[config.mk]
export PLATFORM = sky130hd
export DESIGN_NAME = button_debouncer
export DESIGN_NICKNAME = d
export VERILOG_FILES = /design/src/rtl/button_debouncer_pkg.sv /design/src/rtl/button_debouncer_channel.sv /design/src/rtl/button_debouncer.sv
export SDC_FILE = /design/constraint.sdc
export NUM_CORES = 1
export LEC_CHECK = 0
export CAP_MARGIN = 20
export CORE_MARGIN = 3
export CORE_UTILIZATION = 66
export CTS_CLUSTER_DIAMETER = 50
export DETAILED_ROUTE_END_ITERATION = 12
export PLACE_DENSITY = 0.86
export SLEW_MARGIN = 20
export SYNTH_ARGS = -nofsm -noshare
export SYNTH_HDL_FRONTEND = slang
export SYNTH_SLANG_ARGS = --single-unit
[constraint.sdc]
create_clock -name clk -period 7.9 [get_ports clk]
set_input_delay 1.58 -clock clk [delete_from_list [all_inputs] [get_ports clk]]
set_output_delay 1.58 -clock clk [all_outputs]
set_load 0.05 [all_outputs]
[src/rtl/button_debouncer_pkg.sv]
// Shared types and board constants for the push-button conditioning front end.
// Imported by the per-channel debouncer and the multi-channel top.
package button_pkg;

   typedef enum logic [1:0] {
      S_LOW       = 2'd0,
      S_RISE_WAIT = 2'd1,
      S_HIGH      = 2'd2,
      S_FALL_WAIT = 2'd3
   } db_state_t;

   localparam int BTN_COUNT                  = 5;
   localparam int DEBOUNCE_CYCLES_100MHZ_10MS = 1_000_000;

endpackage

[src/rtl/button_debouncer_channel.sv]
// One button bit: two-flop synchroniser, stability counter and four-state qualifier.
// The output level only moves after the synchronised input has held a new value for STABLE_CYCLES.
module debounce_channel
   import button_pkg::*;
#(
   parameter int STABLE_CYCLES = DEBOUNCE_CYCLES_100MHZ_10MS
) (
   input  logic clk,
   input  logic rst,
   input  logic raw,
   output logic db,
   output logic busy
);

   localparam int            CW   = $clog2(STABLE_CYCLES);
   localparam logic [CW-1:0] TERM = CW'(STABLE_CYCLES - 1);

   logic          s1;
   logic          s2;
   db_state_t     state;
   logic [CW-1:0] cnt;

   // s1/s2 form a bare synchroniser chain; the FSM only ever looks at s2.
   always_ff @(posedge clk or posedge rst) begin
      if (rst) begin
         s1    <= 1'b0;
         s2    <= 1'b0;
         state <= S_LOW;
         cnt   <= '0;
         db    <= 1'b0;
      end else begin
         s1 <= raw;
         s2 <= s1;
         case (state)
            S_LOW: begin
               if (s2) begin
                  state <= S_RISE_WAIT;
                  cnt   <= '0;
               end
            end
            S_RISE_WAIT: begin
               if (!s2) begin
                  state <= S_LOW;
                  cnt   <= '0;
               end else if (cnt == TERM) begin
                  state <= S_HIGH;
                  cnt   <= '0;
                  db    <= 1'b1;
               end else begin
                  cnt <= cnt + 1'b1;
               end
            end
            S_HIGH: begin
               if (!s2) begin
                  state <= S_FALL_WAIT;
                  cnt   <= '0;
               end
            end
            S_FALL_WAIT: begin
               if (s2) begin
                  state <= S_HIGH;
                  cnt   <= '0;
               end else if (cnt == TERM) begin
                  state <= S_LOW;
                  cnt   <= '0;
                  db    <= 1'b0;
               end else begin
                  cnt <= cnt + 1'b1;
               end
            end
            default: begin
               state <= S_LOW;
               cnt   <= '0;
               db    <= 1'b0;
            end
         endcase
      end
   end

   // Decoded straight from the state flops, so no path from raw reaches it.
   assign busy = (state == S_RISE_WAIT) || (state == S_FALL_WAIT);

endmodule

[src/rtl/button_debouncer.sv]
// Multi-channel button debouncer: WIDTH fully independent debounce_channel instances.
// Each btn_db bit is a clean level suitable for a downstream rising-edge detector.
module button_debouncer
   import button_pkg::*;
#(
   parameter int WIDTH         = BTN_COUNT,
   parameter int STABLE_CYCLES = DEBOUNCE_CYCLES_100MHZ_10MS
) (
   input  logic             clk,
   input  logic             rst,
   input  logic [WIDTH-1:0] btn_in,
   output logic [WIDTH-1:0] btn_db,
   output logic [WIDTH-1:0] btn_busy
);

   for (genvar i = 0; i < WIDTH; i++) begin : g_ch
      debounce_channel #(
         .STABLE_CYCLES(STABLE_CYCLES)
      ) u_ch (
         .clk  (clk),
         .rst  (rst),
         .raw  (btn_in[i]),
         .db   (btn_db[i]),
         .busy (btn_busy[i])
      );
   end

endmodule

==> qor.json <==
{
  "result_of_the_run": {"value": "complete, no violations"},
  "ff2ff_path_depth": {"value": 6},
  "fraction_of_the_yosys_area_taken_by_sequential_cells": {"value": 47.1, "unit": "%"},
  "powerDensity": {"value": 224, "unit": "nW/um2"},
  "gp_routability_congestion": {"value": 0.862},
  "yosys.area_share.adder": {"value": 0.943, "unit": "%"},
  "synth_area_per_cell": {"value": 9.35, "unit": "um2"},
  "antennaDiodeCount": {"value": 0},
  "critical_path_class": {"value": "flop to output pin"},
  "most_used_cells_in_the_layout_excluding_fill_and_tap_cells": {"value": "sky130_fd_sc_hd__dfrtp_1 (125), sky130_fd_sc_hd__nand2_1 (75), sky130_fd_sc_hd__a31oi_1 (59)"},
  "layout_min_cycle_time": {"value": 3.42, "unit": "ns"},
  "power.switching_fraction": {"value": 27.6, "unit": "%"},
  "p_clk_share": {"value": 45.9, "unit": "%"},
  "timing.critical_path.slowest_stage_cell": {"value": "sky130_fd_sc_hd__clkdlybuf4s50_1"},
  "grt_first_pass_wirelength": {"value": 24.2, "unit": "mm"},
  "cts.path.max_buffers": {"value": 2},
  "globalRouteTotalUtil": {"value": 26.2, "unit": "%"},
  "route.vias.total": {"value": 5574},
  "core_area": {"value": 9500, "unit": "um2"},
  "post_drt_wl_per_cell": {"value": 16.7, "unit": "um"},
  "worstSetupEndpointType": {"value": "output pin"},
  "post_detailed_placement_cell_area": {"value": 6710, "unit": "um2"},
  "clock_net_sink_count": {"value": 125},
  "final.setup.tns": {"value": 0, "unit": "ns"},
  "final_design_area_no_fill": {"value": 7290, "unit": "um2"},
  "starting_density": {"value": 69.8, "unit": "%"},
  "max_slew.worst_pin.slew": {"value": 1.03, "unit": "ns"},
  "holdBufCountCts": {"value": 0},
  "synth_compound_area_share": {"value": 19.7, "unit": "%"},
  "setup_repair_after_global_routing_missed_its_margin": {"value": "false"},
  "drc": {"value": 0},
  "cp.buffers_inverters": {"value": 1},
  "finalHoldViolations": {"value": 0},
  "postCtsSetupBuffers": {"value": 0},
  "yosys.area_share.simple": {"value": 24.1, "unit": "%"},
  "io_pins": {"value": 17},
  "drt-vias-per-instance": {"value": 6.58},
  "cts_tree": {"value": "done"},
  "switchingPower": {"value": 0.452, "unit": "mW"},
  "delay_contributed_by_the_slowest_stage_of_the_critical_path": {"value": 0.86, "unit": "ns"},
  "netlist_area": {"value": 6640, "unit": "um2"},
  "synth_seq_cells": {"value": 125},
  "whs_endpoint": {"value": "g_ch[2].u_ch.s2$_DFF_PP0_"},
  "muxShareOfSynthArea": {"value": 1.77, "unit": "%"},
  "power.share.sequential": {"value": 42.4, "unit": "%"},
  "fin_total_pwr": {"value": 1.63, "unit": "mW"},
  "cellInternalPower": {"value": 1.18, "unit": "mW"},
  "syn_inst": {"value": 710},
  "detail_route.iter0.violations": {"value": 370},
  "crit_path_cell_trace": {"value": "clkdlybuf4s50_1"},
  "ir_drop": {"value": 0.242, "unit": "mV"},
  "std_cell_rows": {"value": 35},
  "dp_hpwl": {"value": 8.82, "unit": "mm"},
  "worst_ep_arrival_time": {"value": 1.84, "unit": "ns"},
  "ys_dominant_reg_cell": {"value": "sky130_fd_sc_hd__dfrtp_1"},
  "crit_path_start_kind": {"value": "flop"},
  "die_y": {"value": 106, "unit": "um"},
  "antenna_left": {"value": 0},
  "achievable-frequency": {"value": 0.292, "unit": "GHz"},
  "yosys_warnings": {"value": 0},
  "source_of_the_worst_register_to_register_timing_path": {"value": "g_ch[3].u_ch.cnt[0]$_DFFE_PP0P_"},
  "critical_path.reg2reg.endpoint": {"value": "g_ch[3].u_ch.cnt[3]$_DFFE_PP0P_"},
  "mostFrequentLayoutCell": {"value": "sky130_fd_sc_hd__dfrtp_1"},
  "clock-root-buffer": {"value": "sky130_fd_sc_hd__clkbuf_8"},
  "flow.area_growth_from_synthesis": {"value": 9.86, "unit": "%"},
  "cts_buffers": {"value": 17},
  "die-width": {"value": 106, "unit": "um"},
  "maximum_number_of_pins_on_one_net_before_global_route_repair": {"value": 75},
  "fill_cells": {"value": 660},
  "worst_path_top_cell_family_by_delay": {"value": "buffers and inverters"},
  "min-delay-path-class": {"value": "flop to flop"},
  "grt_overflow_total": {"value": 0},
  "synth-edff-count": {"value": 0},
  "cap_viol_max_count": {"value": 0},
  "clock_latency": {"value": 0.52, "unit": "ns"},
  "die_area": {"value": 11300, "unit": "um2"},
  "final.setup_skew": {"value": 0.00924, "unit": "ns"},
  "leakage": {"value": 3.06, "unit": "nW"},
  "final_net_count": {"value": 717},
  "timing.max_slew.rel_slack": {"value": 31.2, "unit": "%"},
  "initial_antenna_violation_count": {"value": 0},
  "final_wl": {"value": 14.2, "unit": "mm"},
  "critPathRequiredTime": {"value": 6.32, "unit": "ns"},
  "detailedPlace.worstSlack": {"value": 4.40, "unit": "ns"},
  "reg2reg_setup_slack": {"value": 5.54, "unit": "ns"},
  "maxSlewViolCount": {"value": 0},
  "post_route_cells_drive_above_1_share": {"value": 8.08, "unit": "%"},
  "setup_violations": {"value": 0},
  "length_of_the_first_detailed_routing_pass_in_iterations": {"value": 5},
  "async_reset_ff_share": {"value": 100, "unit": "%"},
  "worstHoldPathCells": {"value": 0},
  "timing.final.ws_setup": {"value": 4.48, "unit": "ns"},
  "port-buffer-count": {"value": 16},
  "combinationalPowerShare": {"value": 11.7, "unit": "%"},
  "worst_setup_hold_path_clk_slew": {"value": 0.06, "unit": "ns"},
  "cts_repair_resize_count": {"value": 0},
  "synth_nets": {"value": 722},
  "largest_family_of_logic_cells_by_synthesized_area": {"value": "simple AND/OR/NAND/NOR gates"},
  "final_min_period_over_clock_period": {"value": 43.3, "unit": "%"},
  "synthXorXnorAreaFrac": {"value": 1.19, "unit": "%"},
  "cts.htree.levels": {"value": 4},
  "crit_fanout": {"value": 8},
  "synth_cell_type_count": {"value": 63},
  "number_of_global_route_vias_before_repair": {"value": 5221},
  "worstHoldStart": {"value": "g_ch[2].u_ch.s1$_DFF_PP0_"}
}
==> stage by stage <==
| stage | cells | util [%] | hold WS (ns) |
|---|---|---|---|
| global placement | 815 | 70.7 | 0.333 |
| detailed placement | 815 | 70.7 | 0.335 |
| finish | 847 | 76.7 | 0.347 |
| floorplan | 710 | - | 0.331 |
| global route | 847 | 76.7 | 0.355 |
| CTS | 847 | 76.7 | 0.348 |
==> flip-flops by register name, indices dropped and copies added, names as in the netlist, named ones only <==
register,cells
g_ch.u_ch.cnt,100
g_ch.u_ch.db,5
g_ch.u_ch.s1,5
g_ch.u_ch.s2,5
g_ch.u_ch.state,5
==> logic make-up after synthesis <==
kind of cell	count (synthesis)
multiplexers	11
XOR/XNOR	9
flip-flops	125
buffers and inverters	59
AO/OA/AOI/OAI	208
adder cells (fa/ha/maj)	5
AND/OR/NAND/NOR	293
==> area by class of cell <==
| type | count | area (um2) | share of cell area [%] |
|---|---|---|---|
| Multi-Input combinational cell | 526 | 3180 | 43.7 |
| Sequential cell | 125 | 3130 | 42.9 |
| Clock buffer | 19 | 432 | 5.92 |
| Timing Repair Buffer | 20 | 190 | 2.61 |
| Tap cell | 129 | 161 | 2.21 |
| Clock inverter | 13 | 139 | 1.90 |
| Inverter | 15 | 58.8 | 0.806 |
==> cells in the mapped netlist, drive strengths merged (2+ instances only) <==
cell	n	share of area, %
ha	5	0.94
nand2b	13	1.2
xor2	7	0.92
o21ai	37	2.8
nand2	75	4.2
nor3	18	1.4
o31ai	2	0.23
nand4	20	2.0
nor4bb	2	0.30
dfrtp	125	47
xnor2	2	0.26
and4b	2	0.30
a21oi	55	4.3
and2	8	0.75
mux2	6	1.0
nand3b	2	0.23
or3b	2	0.26
and3	11	1.0
a22o	13	1.7
o21ba	2	0.30
nor2	37	2.1
inv	15	0.85
a31oi	59	5.6
or2b	2	0.23
nor2b	2	0.19
o311ai	2	0.26
or3	7	0.66
a22oi	2	0.23
and4	3	0.40
nand3	59	4.5
o21bai	2	0.23
a41oi	10	1.3
or2	6	0.57
o211ai	3	0.34
buf	31	3.6
or4	3	0.34
nor4	15	2.5
clkbuf	13	0.74
a21o	13	1.5
nor4b	3	0.40
mux2i	5	0.75
==> worst max-delay path by stage <==
stage	from	to	cells past startpoint
floorplan	rst	async pin	1
global placement	rst	g_ch[0].u_ch.s1$_DFF_PP0_	3
detailed placement	rst	g_ch[0].u_ch.s1$_DFF_PP0_	3
CTS	g_ch[1].u_ch.state[0]$_DFFE_PP0P_	btn_busy[1]	1
global route	g_ch[1].u_ch.state[0]$_DFFE_PP0P_	btn_busy[1]	1
finish	g_ch[1].u_ch.state[0]$_DFFE_PP0P_	btn_busy[1]	1
==> power groups by stage <==
stage | clock network, mW | logic (mW) | registers (mW)
floorplan | 0 | 0.162 | 0.694
global placement | 0 | 0.178 | 0.702
detailed placement | 0 | 0.187 | 0.704
CTS | 0.755 | 0.192 | 0.692
global route | 0.787 | 0.212 | 0.698
finish | 0.750 | 0.192 | 0.693
==> layer usage <==
metal,vias to the layer above,global-route usage (%),routed length [um]
li1,2646,-,-
met1,2712,34.8,6250
met2,188,42.4,6880
met3,28,6.56,813
met4,0,8.79,216
met5,-,0,0
No activity file was read; power rests on OpenSTA's default activity.
